==> src/rtl/uart_core_if.sv <==
// uart_core_if: bus-side transmit/receive handshake bundle for uart_core
interface uart_core_if #(
    parameter int DATA_BITS = 8
);
    logic                 loopback;
    logic                 tx_start;
    logic [DATA_BITS-1:0] tx_data;
    logic                 tx_busy;
    logic [DATA_BITS-1:0] rx_data;
    logic                 rx_valid;
    logic                 rx_ready;
    logic                 rx_parity_err;
    logic                 rx_frame_err;
    logic                 rx_overrun;

    modport master (
        output loopback, tx_start, tx_data, rx_ready,
        input  tx_busy, rx_data, rx_valid, rx_parity_err, rx_frame_err, rx_overrun
    );

    modport slave (
        input  loopback, tx_start, tx_data, rx_ready,
        output tx_busy, rx_data, rx_valid, rx_parity_err, rx_frame_err, rx_overrun
    );
endinterface

==> src/rtl/uart_core.sv <==
// uart_core: parametrised UART transceiver with loopback, error flags and ready/valid receive
module uart_core #(
    parameter int TICKS_PER_BIT = 87,
    parameter int DATA_BITS     = 8,
    parameter int PARITY_EN     = 0,
    parameter int PARITY_ODD    = 0,
    parameter int STOP_BITS     = 1
) (
    input  logic       clk,
    input  logic       reset,
    uart_core_if.slave bus,
    output logic       tx,
    input  logic       rx
);
    localparam int CW = $clog2(TICKS_PER_BIT);
    localparam int IW = $clog2(DATA_BITS + 1);
    localparam logic [CW-1:0] LAST  = CW'(TICKS_PER_BIT - 1);
    localparam logic [CW-1:0] HALF  = CW'(TICKS_PER_BIT / 2 - 1);
    localparam logic [IW-1:0] DLAST = IW'(DATA_BITS - 1);
    localparam logic [IW-1:0] SLAST = IW'(STOP_BITS - 1);
    localparam logic PEN = PARITY_EN != 0;
    localparam logic POD = PARITY_ODD != 0;

    typedef enum logic [2:0] {IDLE, START, DATA, PARITY, STOP} state_t;

    state_t               tx_state, tx_next;
    logic [CW-1:0]        tx_cnt, tx_cnt_n;
    logic [IW-1:0]        tx_idx, tx_idx_n;
    logic [DATA_BITS-1:0] tx_sh, tx_sh_n;
    logic                 tx_par, tx_par_n, tx_q, tx_bit, tx_end;

    assign tx_end      = tx_cnt == LAST;
    assign bus.tx_busy = tx_state != IDLE;

    always_ff @(posedge clk) begin
        if (reset) begin
            tx_state <= IDLE;
            tx_cnt   <= '0;
            tx_idx   <= '0;
            tx_sh    <= '0;
            tx_par   <= 1'b0;
            tx_q     <= 1'b1;
        end else begin
            tx_state <= tx_next;
            tx_cnt   <= tx_cnt_n;
            tx_idx   <= tx_idx_n;
            tx_sh    <= tx_sh_n;
            tx_par   <= tx_par_n;
            tx_q     <= tx_bit;
        end
    end

    always_comb begin
        tx_next  = tx_state;
        tx_cnt_n = (tx_state == IDLE || tx_end) ? '0 : tx_cnt + 1'b1;
        tx_idx_n = tx_idx;
        tx_sh_n  = tx_sh;
        tx_par_n = tx_par;
        case (tx_state)
            IDLE: if (bus.tx_start) begin
                tx_next  = START;
                tx_sh_n  = bus.tx_data;
                tx_par_n = ^bus.tx_data ^ POD;
            end
            START: if (tx_end) begin
                tx_next  = DATA;
                tx_idx_n = '0;
            end
            DATA: if (tx_end) begin
                tx_sh_n  = tx_sh >> 1;
                tx_idx_n = tx_idx == DLAST ? '0 : tx_idx + 1'b1;
                if (tx_idx == DLAST) tx_next = PEN ? PARITY : STOP;
            end
            PARITY: if (tx_end) tx_next = STOP;
            STOP: if (tx_end) begin
                tx_idx_n = tx_idx + 1'b1;
                if (tx_idx == SLAST) tx_next = IDLE;
            end
            default: tx_next = IDLE;
        endcase
        // the pin is registered from the next state so it never glitches
        tx_bit = tx_next == START  ? 1'b0 :
                 tx_next == DATA   ? tx_sh_n[0] :
                 tx_next == PARITY ? tx_par_n : 1'b1;
    end

    logic       rx_int, rx_s;
    logic [1:0] sync;

    assign rx_int = bus.loopback ? tx_q : rx;
    assign tx     = bus.loopback | tx_q;
    assign rx_s   = sync[1];

    always_ff @(posedge clk) begin
        if (reset) sync <= 2'b11;
        else       sync <= {sync[0], rx_int};
    end

    state_t               rx_state, rx_next;
    logic [CW-1:0]        rx_cnt, rx_cnt_n;
    logic [IW-1:0]        rx_idx, rx_idx_n;
    logic [DATA_BITS-1:0] rx_sh, rx_sh_n;
    logic                 rx_acc, rx_acc_n, rx_pe, rx_pe_n, rx_fe, rx_fe_n;
    logic                 rx_tick, done, hs;

    // the start bit is sampled at its midpoint, every later bit a full period on
    assign rx_tick = rx_cnt == (rx_state == START ? HALF : LAST);
    assign hs      = bus.rx_valid & bus.rx_ready;

    always_ff @(posedge clk) begin
        if (reset) begin
            rx_state <= IDLE;
            rx_cnt   <= '0;
            rx_idx   <= '0;
            rx_sh    <= '0;
            rx_acc   <= 1'b0;
            rx_pe    <= 1'b0;
            rx_fe    <= 1'b0;
        end else begin
            rx_state <= rx_next;
            rx_cnt   <= rx_cnt_n;
            rx_idx   <= rx_idx_n;
            rx_sh    <= rx_sh_n;
            rx_acc   <= rx_acc_n;
            rx_pe    <= rx_pe_n;
            rx_fe    <= rx_fe_n;
        end
    end

    always_comb begin
        rx_next  = rx_state;
        rx_cnt_n = rx_tick ? '0 : rx_cnt + 1'b1;
        rx_idx_n = rx_idx;
        rx_sh_n  = rx_sh;
        rx_acc_n = rx_acc;
        rx_pe_n  = rx_pe;
        rx_fe_n  = rx_fe;
        done     = 1'b0;
        case (rx_state)
            IDLE: begin
                rx_cnt_n = '0;
                if (!rx_s) rx_next = START;
            end
            START: if (rx_tick) begin
                rx_next  = rx_s ? IDLE : DATA;
                rx_idx_n = '0;
                rx_acc_n = POD;
                rx_pe_n  = 1'b0;
                rx_fe_n  = 1'b0;
            end
            DATA: if (rx_tick) begin
                rx_sh_n  = {rx_s, rx_sh[DATA_BITS-1:1]};
                rx_acc_n = rx_acc ^ rx_s;
                rx_idx_n = rx_idx == DLAST ? '0 : rx_idx + 1'b1;
                if (rx_idx == DLAST) rx_next = PEN ? PARITY : STOP;
            end
            PARITY: if (rx_tick) begin
                rx_pe_n = rx_acc ^ rx_s;
                rx_next = STOP;
            end
            STOP: if (rx_tick) begin
                rx_fe_n  = rx_fe | !rx_s;
                rx_idx_n = rx_idx + 1'b1;
                if (rx_idx == SLAST) begin
                    done    = 1'b1;
                    rx_next = IDLE;
                end
            end
            default: rx_next = IDLE;
        endcase
    end

    always_ff @(posedge clk) begin
        if (reset) begin
            bus.rx_data       <= '0;
            bus.rx_valid      <= 1'b0;
            bus.rx_parity_err <= 1'b0;
            bus.rx_frame_err  <= 1'b0;
            bus.rx_overrun    <= 1'b0;
        end else if (done && (!bus.rx_valid || bus.rx_ready)) begin
            bus.rx_data       <= rx_sh;
            bus.rx_valid      <= 1'b1;
            bus.rx_parity_err <= rx_pe;
            bus.rx_frame_err  <= rx_fe_n;
            bus.rx_overrun    <= bus.rx_overrun & !hs;
        end else if (done) begin
            bus.rx_overrun    <= 1'b1;
        end else if (hs) begin
            bus.rx_valid      <= 1'b0;
            bus.rx_parity_err <= 1'b0;
            bus.rx_frame_err  <= 1'b0;
            bus.rx_overrun    <= 1'b0;
        end
    end
endmodule

==> src/flat_wrapper.sv <==
// flat-port wrapper written by rule: the top's interface ports become plain ports
module uart_core_flat 
#(
    parameter int TICKS_PER_BIT = 87,
    parameter int DATA_BITS     = 8,
    parameter int PARITY_EN     = 0,
    parameter int PARITY_ODD    = 0,
    parameter int STOP_BITS     = 1
)
  (clk, reset, tx, rx, bus_loopback, bus_tx_start, bus_tx_data, bus_rx_ready, bus_tx_busy, bus_rx_data, bus_rx_valid, bus_rx_parity_err, bus_rx_frame_err, bus_rx_overrun);
  uart_core_if #(.DATA_BITS(DATA_BITS)) bus_i ();
  input  logic clk;
  input  logic reset;
  output logic tx;
  input  logic rx;
  input wire logic [$bits(bus_i.loopback)-1:0] bus_loopback;
  input wire logic [$bits(bus_i.tx_start)-1:0] bus_tx_start;
  input wire logic [$bits(bus_i.tx_data)-1:0] bus_tx_data;
  input wire logic [$bits(bus_i.rx_ready)-1:0] bus_rx_ready;
  output wire logic [$bits(bus_i.tx_busy)-1:0] bus_tx_busy;
  output wire logic [$bits(bus_i.rx_data)-1:0] bus_rx_data;
  output wire logic [$bits(bus_i.rx_valid)-1:0] bus_rx_valid;
  output wire logic [$bits(bus_i.rx_parity_err)-1:0] bus_rx_parity_err;
  output wire logic [$bits(bus_i.rx_frame_err)-1:0] bus_rx_frame_err;
  output wire logic [$bits(bus_i.rx_overrun)-1:0] bus_rx_overrun;
  assign bus_i.loopback = bus_loopback;
  assign bus_i.tx_start = bus_tx_start;
  assign bus_i.tx_data = bus_tx_data;
  assign bus_i.rx_ready = bus_rx_ready;
  assign bus_tx_busy = bus_i.tx_busy;
  assign bus_rx_data = bus_i.rx_data;
  assign bus_rx_valid = bus_i.rx_valid;
  assign bus_rx_parity_err = bus_i.rx_parity_err;
  assign bus_rx_frame_err = bus_i.rx_frame_err;
  assign bus_rx_overrun = bus_i.rx_overrun;
  uart_core #(.TICKS_PER_BIT(TICKS_PER_BIT), .DATA_BITS(DATA_BITS), .PARITY_EN(PARITY_EN), .PARITY_ODD(PARITY_ODD), .STOP_BITS(STOP_BITS)) u_core (.clk(clk), .reset(reset), .bus(bus_i), .tx(tx), .rx(rx));
endmodule
==> config.mk <==
export PLATFORM = sky130hd
export DESIGN_NAME = uart_core_flat
export DESIGN_NICKNAME = d
export VERILOG_FILES = /design/src/rtl/uart_core_if.sv /design/src/rtl/uart_core.sv /design/src/flat_wrapper.sv
export SDC_FILE = /design/constraint.sdc
export NUM_CORES = 1
export LEC_CHECK = 0
export ABC_CLOCK_PERIOD_IN_PS = 2400
export CELL_PAD_IN_SITES_DETAIL_PLACEMENT = 2
export CELL_PAD_IN_SITES_GLOBAL_PLACEMENT = 2
export CORE_MARGIN = 5
export CORE_UTILIZATION = 35
export DETAILED_ROUTE_END_ITERATION = 10
export HOLD_SLACK_MARGIN = 0.08
export PLACE_DENSITY = 0.88
export SLEW_MARGIN = 40
export SYNTH_ARGS = -nofsm -noshare
export SYNTH_HDL_FRONTEND = slang
export SYNTH_SLANG_ARGS = --single-unit
export TNS_END_PERCENT = 10
==> constraint.sdc <==
create_clock -name clk -period 2.4 [get_ports clk]
set_clock_uncertainty 0.1 [all_clocks]
set_input_delay 0.36 -clock clk [delete_from_list [all_inputs] [get_ports clk]]
set_output_delay 0.36 -clock clk [all_outputs]
set_load 0.01 [all_outputs]
==> out/metrics.yaml, run 1 <==
die_area_sq_um: 10590
synth.top_cell.area_share: 0.4174
wl_per_cell_microns: 19.93
synthDistinctLibCells: 51
power.leakage_nw: 1.409
timing.final.ws_setup_ns: 0.1045
area_delta_synth_final_pct: 25.18
dp_hpwl_microns: 6262
final_layout_size_suffix_gt1_frac: 0.1192
report.final.hold_viol_count: 0
crit_arrival_ns: 2.41
period_minus_slack_ns: 2.295
wirelength_microns: 9785
dr.pass1.iters: 6
r2r_slack_ns: 0.10
syn_area_per_cell_sq_um: 8.784
slew_viol_final: 0
globalRoute.totalOverflow: 0
grt_pass1_vias: 3080
cts_root_buf: "clkbuf_8"
vias_per_cell: 5.399
detail-route-antenna-nets: 0
dpl_worst_slack_ns: 0.03522
cts.sinks: 63
ys_seq_area_frac: 0.4174
clockBufferDepth: 2
worstHoldStart: "u_core.sync[0]$_SDFF_PP1_"
num_io_pins: 28
die_h_microns: 102.9
total_power_mw: 2.908
htreeDepth: 3
seqCellArea_sq_um: 1261
io_buffers: 27
peakVddDrop_mv: 0.3241
status: "complete, no violations"
num_rows: 33
fp.dieW_microns: 102.9
async_flop_share: 0
clk_latency_ns: 0.34
r2r_start: "u_core.tx_cnt[0]$_SDFF_PP0_"
antenna_found_initial: 0
synth_cells: 344
start_util: 0.3641
min_period_over_period: 0.9565
multi_input_area_sq_um: 1635
crit_path_start_kind: "flop"
reg2regPathDepth: 7
cp.required_ns: 2.51
drt_iter0_markers: 64
netlist_area_sq_um: 3022
hold_depth: 1
nets: 403
drc: 0
layout_commonest_cell: "dfxtp_1"
synth_top_cell_by_area: "dfxtp_1"
gr-usage-all-layers: 0.2013
power_density_nw_per_um2: 768.8
worstMarginPinSlew_ns: 0.4940
core_sq_um: 8299
ys.flop_type: "dfxtp_1"
critPathMaxFanout: 5
via_count: 2651
utilization: 0.4558
place_congestion: 0.8487
hold_buffers: 0
path_clk_slew_ns: 0.07
synthTopCellsByArea: "dfxtp_1 42%, mux2i_1 6.3%, nor2_1 6.2%"
max_freq_mhz: 435.6
setup_viol: 0
tritoncts: "done"
grt_pass1_wl_microns: 16430
reg2reg_to: "u_core.tx_q$_SDFF_PP1_"
synth_warnings: 0
antenna_cells: 0
worstHoldPathType: "reg -> reg"
end_kind: "flop"
syn_nets: 366
relSlewSlack: 0.6694
crit_type: "reg -> reg"
min_to: "u_core.sync[1]$_SDFF_PP1_"
mostFrequentLayoutCells: "63 x dfxtp_1, 49 x nor2_1, 27 x clkdlybuf4s50_1"
grt_start_max_net_pins: 20
fillers: 897
ys_ff_latch: 63
synth_edf_count: 0
fin_tns_setup_ns: 0
drv_cap: 0
numCtsBuffers: 9
## cell families (layout without fill, tap and decap cells)
| group | Yosys count | in the layout | share of synthesized area |
|---|---|---|---|
| simple gates | 134 | 134 | 0.2377 |
| flops | 63 | 63 | 0.4174 |
| buf+inv | 33 | 75 | 0.04431 |
| mux | 20 | 20 | 0.06667 |
| compound gates | 64 | 64 | 0.1371 |
| xor+xnor | 22 | 22 | 0.06377 |
| fa+ha+maj | 8 | 8 | 0.03313 |
## synth_stat cells (3+ instances only)
master	count
dfxtp_1	63
nor2_1	50
a21oi_1	23
nand2_1	20
mux2i_1	19
inv_1	16
xnor2_1	14
nand3_1	12
clkbuf_1	11
ha_1	8
xor2_1	8
a22oi_1	7
o21ai_0	7
nor3b_1	6
a31oi_1	5
nand2b_1	5
nor3_1	5
a211oi_1	4
and3_1	4
buf_2	4
nor2b_1	4
or2_2	4
a21boi_0	3
a311oi_1	3
nand3b_1	3
or3_1	3
or3b_2	3
## worst max-delay path by stage
stage                                startpoint                     end
floorplan           u_core.tx_cnt[0]$_SDFF_PP0_  u_core.tx_q$_SDFF_PP1_
global placement                   bus_tx_start  u_core.tx_q$_SDFF_PP1_
detailed placement                 bus_tx_start  u_core.tx_q$_SDFF_PP1_
CTS                 u_core.tx_cnt[0]$_SDFF_PP0_  u_core.tx_q$_SDFF_PP1_
global route        u_core.tx_cnt[0]$_SDFF_PP0_  u_core.tx_q$_SDFF_PP1_
finish              u_core.tx_cnt[0]$_SDFF_PP0_  u_core.tx_q$_SDFF_PP1_
## stage by stage
stage	hold slack, ns	instance area [sq um]	instances
finish	0.3518	3782	491
global route	0.3723	3782	491
CTS	0.3579	3766	490
detailed placement	0.3097	3475	474
global placement	0.3003	3475	474
floorplan	0.2895	3022	344
## what timing repair did
action | 4_1_cts | 5_1_grt
endpoints found under the setup margin | 0 | 2
setup buffers | 0 | 1
gates resized for setup | 0 | 4
## flip-flops by register name, indices dropped and copies added (netlist names), 2 cells and up
| register | count |
|---|---|
| u_core.sync | 2 |
| u_core.tx_sh | 8 |
| u_core.tx_idx | 4 |
| u_core.rx_cnt | 7 |
| u_core.bus.rx_data | 8 |
| u_core.tx_cnt | 7 |
| u_core.rx_sh | 8 |
| u_core.rx_state | 3 |
| u_core.rx_idx | 4 |
| u_core.tx_state | 3 |
## per-layer routing
metal  up-vias  share of wire  GRT usage
met3        27          0.024    0.04533
li1       1263              -          -
met4         0          0.027    0.08068
met5         -              0          0
met2        43           0.54     0.3656
met1      1318           0.41     0.2264
## critical path: stages, from the launching register on
cell and delay [ns]:
dfxtp_1 0.34, inv_1 0.07, ha_1 0.16, nand4b_1 0.22, o211a_1 0.30, a311oi_2 0.25
a21boi_1 0.11, or4b_2 0.63
## final cells by class
cell class | count | share of cell area
Multi-Input combinational cell | 248 | 0.4324
Sequential cell | 63 | 0.3334
Timing Repair Buffer | 43 | 0.1065
Clock inverter | 7 | 0.04433
Tap cell | 105 | 0.03473
Clock buffer | 9 | 0.03275
Inverter | 16 | 0.01588
## report_power, final
group	internal (mW)	total [mW]	switching [mW]
Combinational	0.183	0.436	0.253
Clock	0.906	1.36	0.450
Sequential	1.08	1.12	0.0317
Note: power is estimated with default switching activity, not from simulation.
==> run 2: changes to the inputs <==
TNS_END_PERCENT = 30   (was 10)
==> results of run 2 <==
The final DEF is identical to that of run 1; final timing and power are the same.
==> RTL change 1, RTL diff (config.mk and constraints of run 1) <==
The 5 states of `state_t` get a one-hot encoding in 5 bits.
--- a/src/rtl/uart_core.sv
+++ b/src/rtl/uart_core.sv
@@ -22,5 +22,5 @@
     localparam logic POD = PARITY_ODD != 0;
 
-    typedef enum logic [2:0] {IDLE, START, DATA, PARITY, STOP} state_t;
+    typedef enum logic [4:0] {IDLE = 5'b00001, START = 5'b00010, DATA = 5'b00100, PARITY = 5'b01000, STOP = 5'b10000} state_t;
 
     state_t               tx_state, tx_next;
Check against the original RTL: no difference found for any inputs over 10 cycles, from zero or initial values and one cycle with reset high; not proved beyond that.
==> RTL change 1 against run 1 <==
Routed wire length grew 1.9%. Worst setup slack got worse by 0.036 ns. Sequential power is essentially flat. Sequential cell count did not move. Synthesized area up 2.8%. Total power fell by 20%. Critical endpoint unchanged. Largest cell class unchanged. Non-clock buffer count decreased by 3. Cell area decreased by 2.0%. Fmax decreased by 1.6%.
==> RTL change 1: results (changes against run 1) <==
* Worst IR Drop VDD at 465.0 uV (+43%)
* Count of placed standard cells in the final layout, fillers left out at 490 (-0.20%)
* Net count after synthesis at 362 (-1.1%)
* Detailed placer's ending HPWL at 6424 microns (+2.6%)
* Result of the run: finished clean
* Biggest cell delay along the critical path at 0.37 ns (-0.26 ns)
* Sequential area share after synthesis at 40.60% (-1.1 points)
* Multi-input combinational gate total at 253 (+2.0%)
* Static leakage at 0.001428 uW (+1.3%)
* Switching portion of total power at 29.67% (+4.4 points)
* Wire length of the first global-routing pass at 16440 microns (about the same)
* CP arrival at 2.46 ns (+0.05 ns)
* Clock-cell share of area at 4.895% (-2.8 points)
* IO buf count at 26 (-3.7%)
* Count of clock buffers in the final design at 10 (+1)
* Slew @ Worst Pin at 0.5051 ns (+0.01107 ns)
* GRT met3 Usage at 3.538% (-0.99 points)
* Number of optimization iterations in the first detailed-route pass at 4 (-2)
* Sequential cell area at 1265 sq um (+0.30%)
* Maximum level of the CTS H-tree at 3 (unchanged)
* Total of fill cells in the finished design at 981 (+9.4%)
* Global-route usage over all layers at 18.62% (-1.5 points)
* Layout cell share with drive strength beyond 1 at 14.14% (+2.2 points)
* Number of vias in the routed layout at 2708 (+2.2%)
* Number of library cell types mapped by synthesis at 59 (+16%)
* 1st-iter DRT viols at 132 (+110%)
* Type of the most critical hold path: reg2reg
* Met2 Resource Use GR at 33.20% (-3.4 points)
* Met1 routing resource usage after global routing at 22.20% (-0.44 points)
* Main area contributors after synthesis: dfxtp_1 41%, nor2_1 6.9%, mux2i_1 6.4%, xnor2_1 3.9%, a21oi_1 3.2%
* Average wire length per cell after detail routing at 20.35 microns (+2.1%)
* Number of ordinary inverters in the final layout at 10 (-6)
* Number of nets in the layout at 399 (-0.99%)
* Count of buffers not belonging to the clock network in the layout at 40 (-7.0%)
* Vias in the first global route at 3127 (+1.5%)
* Signal buffers share of area at 9.858% (-0.79 points)
* Fraction of area in multi-input gates at 46.46% (+3.2 points)
## RTL change 1: worst register-to-register path, stage by stage (launching register included)
cell,delay [ns]
dfxtp_1,0.33
nand4bb_4,0.29
or2_1,0.29
or3_4,0.35
a2111oi_4,0.37
a31oi_1,0.12
or3b_1,0.36
## RTL change 1: power groups by stage
stage               sequential (uW)  combinational, uW  clock [uW]
floorplan                      1130                210           0
global placement               1140                294           0
detailed placement             1140                304           0
CTS                            1120                319         892
global route                   1130                344         947
finish                         1120                319         874
## RTL change 1: worst paths after layout
path / depth (start not counted) / startpoint / end
setup reg to reg: 6 / u_core.tx_cnt[5] / u_core.tx_q
setup / recovery: 6 / u_core.tx_cnt[5] / u_core.tx_q
hold / removal: 1 / u_core.sync[0] / u_core.sync[1]
hold reg to reg: 1 / u_core.sync[0] / u_core.sync[1]
## RTL change 1: layer usage
layer	wire (microns)	part of all wire, %	vias to the layer above
met5	0	0	-
met4	189	1.9	0
met3	291	2.9	20
met2	5094	51	55
met1	4394	44	1361
li1	-	-	1272
## RTL change 1: what timing repair did
item | in CTS | in global routing
resized for setup | 1 | 7
setup endpoints to repair | 5 | 12
hold buffers | 0 | 0
## RTL change 1: metrics by stage
step | worst slack [ns] | setup TNS, ns | cell area, sq um | utilization, %
global placement | 0.1720 | 0 | 3496 | 40.28
detailed placement | 0.05480 | 0 | 3496 | 40.28
floorplan | 0.07652 | 0 | 3107 | -
finish | 0.06823 | 0 | 3706 | 42.70
global route | -0.03906 | -0.1159 | 3706 | 42.70
CTS | 0.02509 | 0 | 3682 | 42.43
## RTL change 1: cell families after synthesis
logic type	synth area share, %
mux	6.444
simple gates	24.21
xor+xnor	6.484
fa+ha+maj	3.222
compound gates	14.14
buf+inv	4.792
flops	40.60
other cells	0.1207
==> RTL change 2, RTL diff (config.mk and constraints of run 1) <==
Without the edit above. `TICKS_PER_BIT` is set to 87 in 2 places; all go to 174.
--- a/src/rtl/uart_core.sv
+++ b/src/rtl/uart_core.sv
@@ -1,5 +1,5 @@
 // uart_core: parametrised UART transceiver with loopback, error flags and ready/valid receive
 module uart_core #(
-    parameter int TICKS_PER_BIT = 87,
+    parameter int TICKS_PER_BIT = 174,
     parameter int DATA_BITS     = 8,
     parameter int PARITY_EN     = 0,
--- a/src/flat_wrapper.sv
+++ b/src/flat_wrapper.sv
@@ -2,5 +2,5 @@
 module uart_core_flat 
 #(
-    parameter int TICKS_PER_BIT = 87,
+    parameter int TICKS_PER_BIT = 174,
     parameter int DATA_BITS     = 8,
     parameter int PARITY_EN     = 0,
Function: no difference found for any inputs over 10 cycles, from zero or initial values and one cycle with reset high; that may be too few to reach the edited logic, so the function may still have changed.
==> RTL change 2 against run 1 <==
The flow now finishes with violations (setup timing). Cell area up 0.89%. Fmax down 4.5%. First-iteration DRC count up 4.7%. Sequential cell count up 2. Worst hold slack worse by 0.013 ns. Worst setup slack worse by 0.11 ns. Routed wire length down 6.1%. Synthesized area up 2.6%. Critical path type unchanged. Critical endpoint is now u_core.bus.rx_data[7]. Highest routed layer unchanged.
Power is not compared: it rests on default switching activity, and its combinational part moved more than twofold at a synthesized area within 25%.
==> RTL change 2: results (changes against run 1) <==
* Result of the run: finished, violations left
* Failing checks: setup timing
* Origin of the critical flop-to-flop path: u_core.rx_state[2]
* Count of buffers not belonging to the clock network in the layout at 44 (+2.3%)
* Total area of multi-input combinational cells at 1688 sq um (+3.2%)
* Number of setup violations in the final report at 2 (+2)
* CP arrival at 2.53 ns (+0.12 ns)
* Biggest fanout along the worst timing path at 9 (+4)
* Detailed placer's ending HPWL at 6287 microns (+0.39%)
* 1st-iter DRT viols at 67 (+4.7%)
* Final weighted congestion in routability-driven placement at 0.7825 (-7.8%)
* Post-detailed-routing wire length at 9190 microns (-6.1%)
* Setup WS post-layout at -0.003854 ns (-0.1084 ns)
* Worst setup startpoint: u_core.rx_state[2]
* Post-Synth XOR/XNOR Area at 6.782% (+0.41 points)
* Signal buffers share of area at 10.62% (-0.029 points)
* Crit-path slowest cell: or4_4
* Number of optimization iterations in the first detailed-route pass at 4 (-2)
* Largest net degree at the start of global routing at 37 (+85%)
* Met1 routing resource usage after global routing at 20.78% (-1.9 points)
* Number of vias in the routed layout at 2676 (+0.94%)
* Synthesized area per cell at 8.805 sq um (+0.24%)
* Multi-input combinational gate total at 258 (+4.0%)
* Pre-CTS setup slack at -0.004522 ns (-0.03974 ns)
* Number of library cell types mapped by synthesis at 56 (+9.8%)
* Clock-cell share of area at 6.328% (-1.4 points)
* Capturing point of the worst reg2reg path: u_core.bus.rx_data[7]
* Final non-filler cell area at 3816 sq um (+0.89%)
* Synth Area in Adders at 2.826% (-0.49 points)
* Wire length of the first global-routing pass at 15380 microns (-6.4%)
* Main area contributors after synthesis: dfxtp_1 42%, nor2_1 6.1%, mux2i_1 5.5%, xnor2_1 4.2%, a21oi_1 3.6%
* Slew margin rel. at 52.93% (-14 points)
* Final Hold Slack at 0.3384 ns (-0.01348 ns)
* Total of flip-flops plus latches after synthesis at 65 (+3.2%)
* Count of cells along the worst register-to-register path at 6 (-1)
* Layout cell share with drive strength beyond 1 at 13.71% (+1.8 points)
* Final setup TNS at -0.005184 ns (-0.005184 ns)
* Sequential fraction of total cell area at 34.20% (+0.85 points)
* Number of ordinary inverters in the final layout at 11 (-5)
* Sequential area share after synthesis at 41.99% (+0.25 points)
* Synth Area in Compound Gates at 11.95% (-1.8 points)
* Net count after synthesis at 373 (+1.9%)
* Count of standard-cell rows at 34 (+3.0%)
* Global-route usage over all layers at 17.17% (-3.0 points)
## RTL change 2: cell count changes after synthesis, moves of 4 or more
cell	run 1	this run
clkbuf_1	11	15
inv_1	16	11
nor2b_1	4	8
nor3_1	5	12
## RTL change 2: worst register-to-register path, delay by kind of cell (launching register included)
| kind | cells | cell delay, ns |
|---|---|---|
| flip-flops | 1 | 0.33 |
| buffers and inverters | 1 | 0.19 |
| multiplexers | 1 | 0.23 |
| AND/OR/NAND/NOR | 3 | 0.98 |
| AO/OA/AOI/OAI | 1 | 0.47 |
## RTL change 2: report_power, final
part           internal [uW]  switching, uW  total (uW)
clock                    692            470        1160
sequential              1100           19.2        1120
combinational           71.7           77.1         149
## RTL change 2: metal layers
metal	vias up	share of wire (%)
met3	8	2.0
met2	21	52
met1	1350	45
li1	1297	-
met4	0	1.0
met5	-	0
## RTL change 2: what timing repair did
action	CTS	global route
cloned	0	0
endpoints found under the hold margin	0	0
setup endpoints to repair	6	9
resized for setup	1	4
